==> config.mk <==
export PLATFORM = sky130hd
export DESIGN_NAME = block_rle_encoder
export DESIGN_NICKNAME = d
export VERILOG_FILES = /design/src/rtl/jpeg_pkg.sv /design/src/rtl/block_rle_encoder_tail_detect.sv /design/src/rtl/block_rle_encoder.sv
export SDC_FILE = /design/constraint.sdc
export NUM_CORES = 2
export LEC_CHECK = 0
export ABC_CLOCK_PERIOD_IN_PS = 6100
export BUFFER_PORTS_ARGS = -buffer_cell sky130_fd_sc_hd__buf_2
export CAP_MARGIN = 10
export CORE_AREA = 3 3 309 311
export DETAILED_ROUTE_END_ITERATION = 7
export DIE_AREA = 0 0 312 314
export PLACE_DENSITY = 0.72
export SKIP_CTS_REPAIR_TIMING = 1
export SYNTH_ARGS = -nofsm -noshare
export SYNTH_HDL_FRONTEND = slang
export SYNTH_HIERARCHICAL = 1
export SYNTH_SLANG_ARGS = --single-unit
==> constraint.sdc <==
create_clock -name clk -period 6.1 [get_ports clk]
set_clock_uncertainty 0.15 [all_clocks]
set_input_delay 0.915 -clock clk [delete_from_list [all_inputs] [get_ports clk]]
set_output_delay 0.915 -clock clk [all_outputs]
set_load 0.01 [all_outputs]
==> src/rtl/jpeg_pkg.sv <==
// Shared JPEG encoder types and constants used by the run-length encoder.
package jpeg_pkg;

  typedef enum logic [1:0] {
    IDLE = 2'd0,
    DC   = 2'd1,
    SCAN = 2'd2,
    EOB  = 2'd3
  } rle_state_t;

  localparam logic [3:0] RLE_ZRL_RUN = 4'd15;
  localparam logic [3:0] RLE_EOB_RUN = 4'd0;

endpackage

==> src/rtl/block_rle_encoder_tail_detect.sv <==
// rle_tail_detect: reports whether any nonzero-mask bit sits at an index >= idx.
// Kept separate so the wide shift + OR-reduce can be timed and tested alone.
module rle_tail_detect #(
  parameter int N  = 64,
  parameter int IW = $clog2(N)
) (
  input  logic [N-1:0]  mask,
  input  logic [IW-1:0] idx,
  output logic          any_tail
);

  logic [N-1:0] shifted;

  // Drop everything below idx, then ask whether anything is left.
  always_comb begin
    shifted  = mask >> idx;
    any_tail = |shifted;
  end

endmodule

==> src/rtl/block_rle_encoder.sv <==
// block_rle_encoder: serializes one quantized zigzag block into (run, value)
// symbols: DC, AC with zero runs, ZRL for 16-zero stretches, EOB for a zero tail.
// Optional build macro BLOCK_RLE_DC_DPCM_EN: DC symbol carries coef[0] minus the
// previous block's DC (modulo 2^COEF_W) instead of the raw value.
// BLOCK_SIZE default normally comes from sys_defs.svh; a local fallback keeps the
// file standalone.
`ifndef BLOCK_BUFF_SIZE
`define BLOCK_BUFF_SIZE 64
`endif

module block_rle_encoder
  import jpeg_pkg::*;
#(
  parameter int BLOCK_SIZE = `BLOCK_BUFF_SIZE,
  parameter int COEF_W     = 12
) (
  input  logic                               clk,
  input  logic                               rst,
  input  logic                               blk_valid,
  output logic                               blk_ready,
  input  logic [BLOCK_SIZE-1:0][COEF_W-1:0]  blk_data,
  output logic                               sym_valid,
  input  logic                               sym_ready,
  output logic [3:0]                         sym_run,
  output logic signed [COEF_W-1:0]           sym_value,
  output logic                               sym_freq,
  output logic                               sym_last,
  output logic                               busy
);

  localparam int              IW       = $clog2(BLOCK_SIZE);
  localparam logic [IW-1:0]   LAST_IDX = IW'(BLOCK_SIZE - 1);

  rle_state_t                          state, nxt;
  logic [BLOCK_SIZE-1:0][COEF_W-1:0]   coef_q;
  logic [BLOCK_SIZE-1:0]               nz_mask;
  logic [IW-1:0]                       idx;
  logic [3:0]                          zcnt;

  logic              tail_any;
  logic              cur_zero;
  logic [COEF_W-1:0] dc_val;
  logic              idx_inc, zcnt_inc, zcnt_clr;

  rle_tail_detect #(.N(BLOCK_SIZE), .IW(IW)) u_tail (
    .mask     (nz_mask),
    .idx      (idx),
    .any_tail (tail_any)
  );

`ifdef BLOCK_RLE_DC_DPCM_EN
  logic [COEF_W-1:0] dc_pred;

  // Predictor tracks the last DC actually handed to the consumer.
  always_ff @(posedge clk) begin
    if (rst)
      dc_pred <= '0;
    else if (state == DC && sym_ready)
      dc_pred <= coef_q[0];
  end

  assign dc_val = coef_q[0] - dc_pred;
`else
  assign dc_val = coef_q[0];
`endif

  assign cur_zero = ~nz_mask[idx];
  assign busy     = (state != IDLE);

  // Next-state and symbol presentation; outputs depend only on registered state,
  // so they hold stable while the consumer stalls.
  always_comb begin
    nxt       = state;
    blk_ready = 1'b0;
    sym_valid = 1'b0;
    sym_run   = RLE_EOB_RUN;
    sym_value = '0;
    sym_freq  = 1'b0;
    sym_last  = 1'b0;
    idx_inc   = 1'b0;
    zcnt_inc  = 1'b0;
    zcnt_clr  = 1'b0;
    case (state)
      IDLE: begin
        blk_ready = 1'b1;
        if (blk_valid) nxt = DC;
      end
      DC: begin
        sym_valid = 1'b1;
        sym_value = dc_val;
        if (sym_ready) nxt = (|nz_mask[BLOCK_SIZE-1:1]) ? SCAN : EOB;
      end
      SCAN: begin
        if (cur_zero && !tail_any) begin
          nxt = EOB;
        end else if (cur_zero && zcnt != RLE_ZRL_RUN) begin
          zcnt_inc = 1'b1;
          idx_inc  = 1'b1;
        end else if (cur_zero) begin
          sym_valid = 1'b1;
          sym_run   = RLE_ZRL_RUN;
          sym_freq  = 1'b1;
          if (sym_ready) begin
            zcnt_clr = 1'b1;
            idx_inc  = 1'b1;
          end
        end else begin
          sym_valid = 1'b1;
          sym_run   = zcnt;
          sym_value = coef_q[idx];
          sym_freq  = 1'b1;
          sym_last  = (idx == LAST_IDX);
          if (sym_ready) begin
            zcnt_clr = 1'b1;
            // Last coefficient nonzero: the receiver closes the block on wrap.
            if (idx == LAST_IDX) nxt = IDLE;
            else                 idx_inc = 1'b1;
          end
        end
      end
      EOB: begin
        sym_valid = 1'b1;
        sym_run   = RLE_EOB_RUN;
        sym_freq  = 1'b1;
        sym_last  = 1'b1;
        if (sym_ready) nxt = IDLE;
      end
      default: nxt = IDLE;
    endcase
  end

  // State, block buffer, scan index and zero counter.
  always_ff @(posedge clk) begin
    if (rst) begin
      state   <= IDLE;
      coef_q  <= '0;
      nz_mask <= '0;
      idx     <= '0;
      zcnt    <= '0;
    end else begin
      state <= nxt;
      if (state == IDLE && blk_valid) begin
        coef_q <= blk_data;
        for (int i = 0; i < BLOCK_SIZE; i++)
          nz_mask[i] <= (blk_data[i] != '0);
        idx  <= IW'(1);
        zcnt <= '0;
      end else begin
        if (idx_inc)  idx  <= idx + IW'(1);
        if (zcnt_clr) zcnt <= '0;
        else if (zcnt_inc) zcnt <= zcnt + 4'd1;
      end
    end
  end

endmodule

==> metrics.cfg <==
[power]
p_sw_frac = 0.366
pwr-share-clk = 0.293
power.density_nw_per_um2 = 412
leakage_nw = 17.8
power_frac_comb = 0.329
p_sw_mw = 7.13
internal_power_mw = 12.4
vdd_drop_max_v = 0.000284
pwr-share-seq = 0.379

[die]
rows = 112
ios = 793
die_h_um = 314
die_x_um = 312
start_util = 0.426
core_um2 = 93000
dieArea_um2 = 98000

[sta]
relSlewSlack = 0.231
finalCritPeriodShare = 0.953
tightest_slew_ns = 1.15
setup_viol = 0
setup_ws_ns = 0.289
rsz0062_at_grt = false
fin_crit_ns = 5.81
slew_violations = 0
fmax_ghz = 0.172
tns_ns = 0
hold_viol = 0

[logic_synthesis]
synth_nets = 5412
synthCells = 4634
yosysUniqueCellTypes = 70
synth_seq_cells = 844
synthesis.area_um2 = 39600
synth_top_flop_cell = dfxtp_1
seq_area_frac_synth = 0.427
synth_edf_count = 0
synthArstFlopShare = 0
avgSynthCellArea_um2 = 8.55
synth_warnings = 6

[drt]
initialDrtViolationCount = 5462
dr_wl_met3_um = 14500
wl_met2_um = 77000
wl_per_cell_um = 25.1
drc = 0
routed.top_layer = met5
m1WireLength_um = 62600
wirelength_um = 164000
first_pass_iters = 8
vias = 38900
postRouteAntennaNets = 0
vias_per_cell = 5.95

[hold_path]
hp-class = flop to flop
worstHoldStart = coef_q[223]
whs_path_depth = 2
hold_end = coef_q[223]

[global_routing]
grt-ovfl-total = 0
antenna_found_initial = 19
grt_max_degree = 206
grt_pass1_vias = 37100
grtUsageTotal = 0.321
grt_pass1_wl_um = 238000

[setup_path]
cp-start-kind = flop
cp.required_ns = 5.03
r2r_end = idx[5]
ff2ff_setup_slack_ns = 1.39
worstSetupEndpointType = output pin
crit_type = flop to output pin
cp_cell_sequence = clkinv_1 -> buf_4 -> a31o_2 -> a21oi_1 -> o32ai_2 -> o221ai_1 -> a211oi_1 -> o221ai_1 -> nand4_1 -> a21boi_2 -> nor3_1 -> nor2_1 -> buf_2
rr_worst_depth = 12
slowest_stage = o221ai_1
critPathMostFrequentCell = o221ai_1
worstPathMaxFanout = 17
arrival_ns = 4.75
max_stage_delay_ns = 0.63
r2r_start = idx[2]

[layout]
final_cell_mix = nand2_1 (1581), dfxtp_1 (840), a21oi_1 (809), buf_2 (791), mux4_2 (285)
drive_gt1_frac = 0.249
fillers = 8866
layout.cells.most_common = nand2_1
final_cell_count_no_fill = 6539
num-nets-final = 5985
area_delta_synth_final_pct = 19.6

[placement]
place_ws_ns = 0.984
dp_hpwl_um = 126000
place_inst = 6367
port_buffers = 792
gp_congestion = 0.987

[cts]
root_buffer = clkbuf_16
worstSkewPairLatency_ns = 0.64
cts-htree-levels = 3
cts-buffers-inserted = 91
clock-sinks = 844
clk_pin_slew_worst_paths_ns = 0.06
cts_max_path_buffers = 3
cts_tree = done

[run_status]
status = completed

[job]
drv_cap = 0

synthesized netlist by cell type (9+ instances only):
cell type     n  area share
a31oi_1      12      0.0019
nor4_1      208       0.033
a22oi_1      10      0.0019
buf_6        10      0.0028
a21oi_1     809        0.10
o21ai_0      65      0.0082
buf_4        11      0.0021
nand2b_1     30      0.0047
nand2_1    1582        0.15
dfxtp_1     844        0.43
nor2_1       86      0.0082
a32oi_1       9      0.0020
nand4_1      75       0.012
mux4_2      285        0.16
nor2b_1      23      0.0036
a211oi_1     21      0.0040
buf_2        40      0.0051
a21boi_1     12      0.0023
nor3_1       11      0.0014
mux2i_1      42       0.011
buf_1        21      0.0020
nand3_1      24      0.0030
clkbuf_1    294       0.028
metrics by stage:
stage	hold slack [ns]	util	area [um2]	power [mW]
final	0.300	0.509	47400	19.5
after global routing	0.319	0.509	47400	20.4
after CTS	0.303	0.509	47300	19.4
after detailed placement	0.295	0.476	44300	13.7
after global placement	0.289	0.476	44300	13.6
after floorplan	0.283	-	39600	11.6
cell families (layout without fill, tap and decap cells):
group,after synthesis,in the layout,share of synthesized area
AND/OR/NAND/NOR,2066,2066,0.220
AO/OA/AOI/OAI,999,999,0.136
flip-flops,844,844,0.427
buffers and inverters,385,1031,0.0407
multiplexers,332,332,0.174
adder cells (fa/ha/maj),6,6,0.00190
XOR/XNOR,2,2,0.000442
other,0,5,0
flip-flops by register name (all words and copies together) (netlist names):
register,cells
state,2
coef_q,756
idx,6
zcnt,4
nz_mask,64
dc_val,12
how the worst max path moves through the flow:
stage                      start            to  cells past startpoint
final                     idx[2]     sym_valid                     13
after global routing      idx[1]     sym_valid                     13
after CTS                 idx[0]      sym_freq                     14
after detailed placement  idx[0]      sym_freq                     14
after global placement    idx[0]  sym_value[2]                      8
after floorplan           idx[0]      sym_freq                     15
layer usage:
| layer | global-route usage | vias to the layer above |
|---|---|---|
| met5 | 0 | - |
| met4 | 0.170 | 16 |
| met3 | 0.0634 | 452 |
| met2 | 0.519 | 2116 |
| met1 | 0.406 | 18700 |
| li1 | - | 17600 |
power by group through the flow:
stage                     sequential (mW)  combinational [mW]  clock, mW
after floorplan                      7.03                4.53          0
after global placement               7.45                6.19          0
after detailed placement             7.47                6.28          0
after CTS                            7.36                6.30       5.77
after global routing                 7.46                6.95       5.99
final                                7.38                6.41       5.70
layout make-up:
cell class / instances / area [um2] / area share
diodes: 5 / 12.5 / 0.000264
clock buffers: 118 / 2520 / 0.0532
clock inverters: 48 / 556 / 0.0117
inverters: 9 / 33.8 / 0.000713
multi-input cells: 3405 / 21100 / 0.446
flip-flops and latches: 844 / 16900 / 0.357
well taps: 1254 / 1570 / 0.0331
repair buffers: 856 / 4650 / 0.0983
worst max-delay path: cells and delay by family, from the launching register on:
| kind | cells | cell delay (ns) |
|---|---|---|
| buf+inv | 3 | 1.00 |
| compound gates | 7 | 2.17 |
| flops | 1 | 0.47 |
| simple gates | 3 | 0.45 |
No activity file was read; power rests on OpenSTA's default activity.
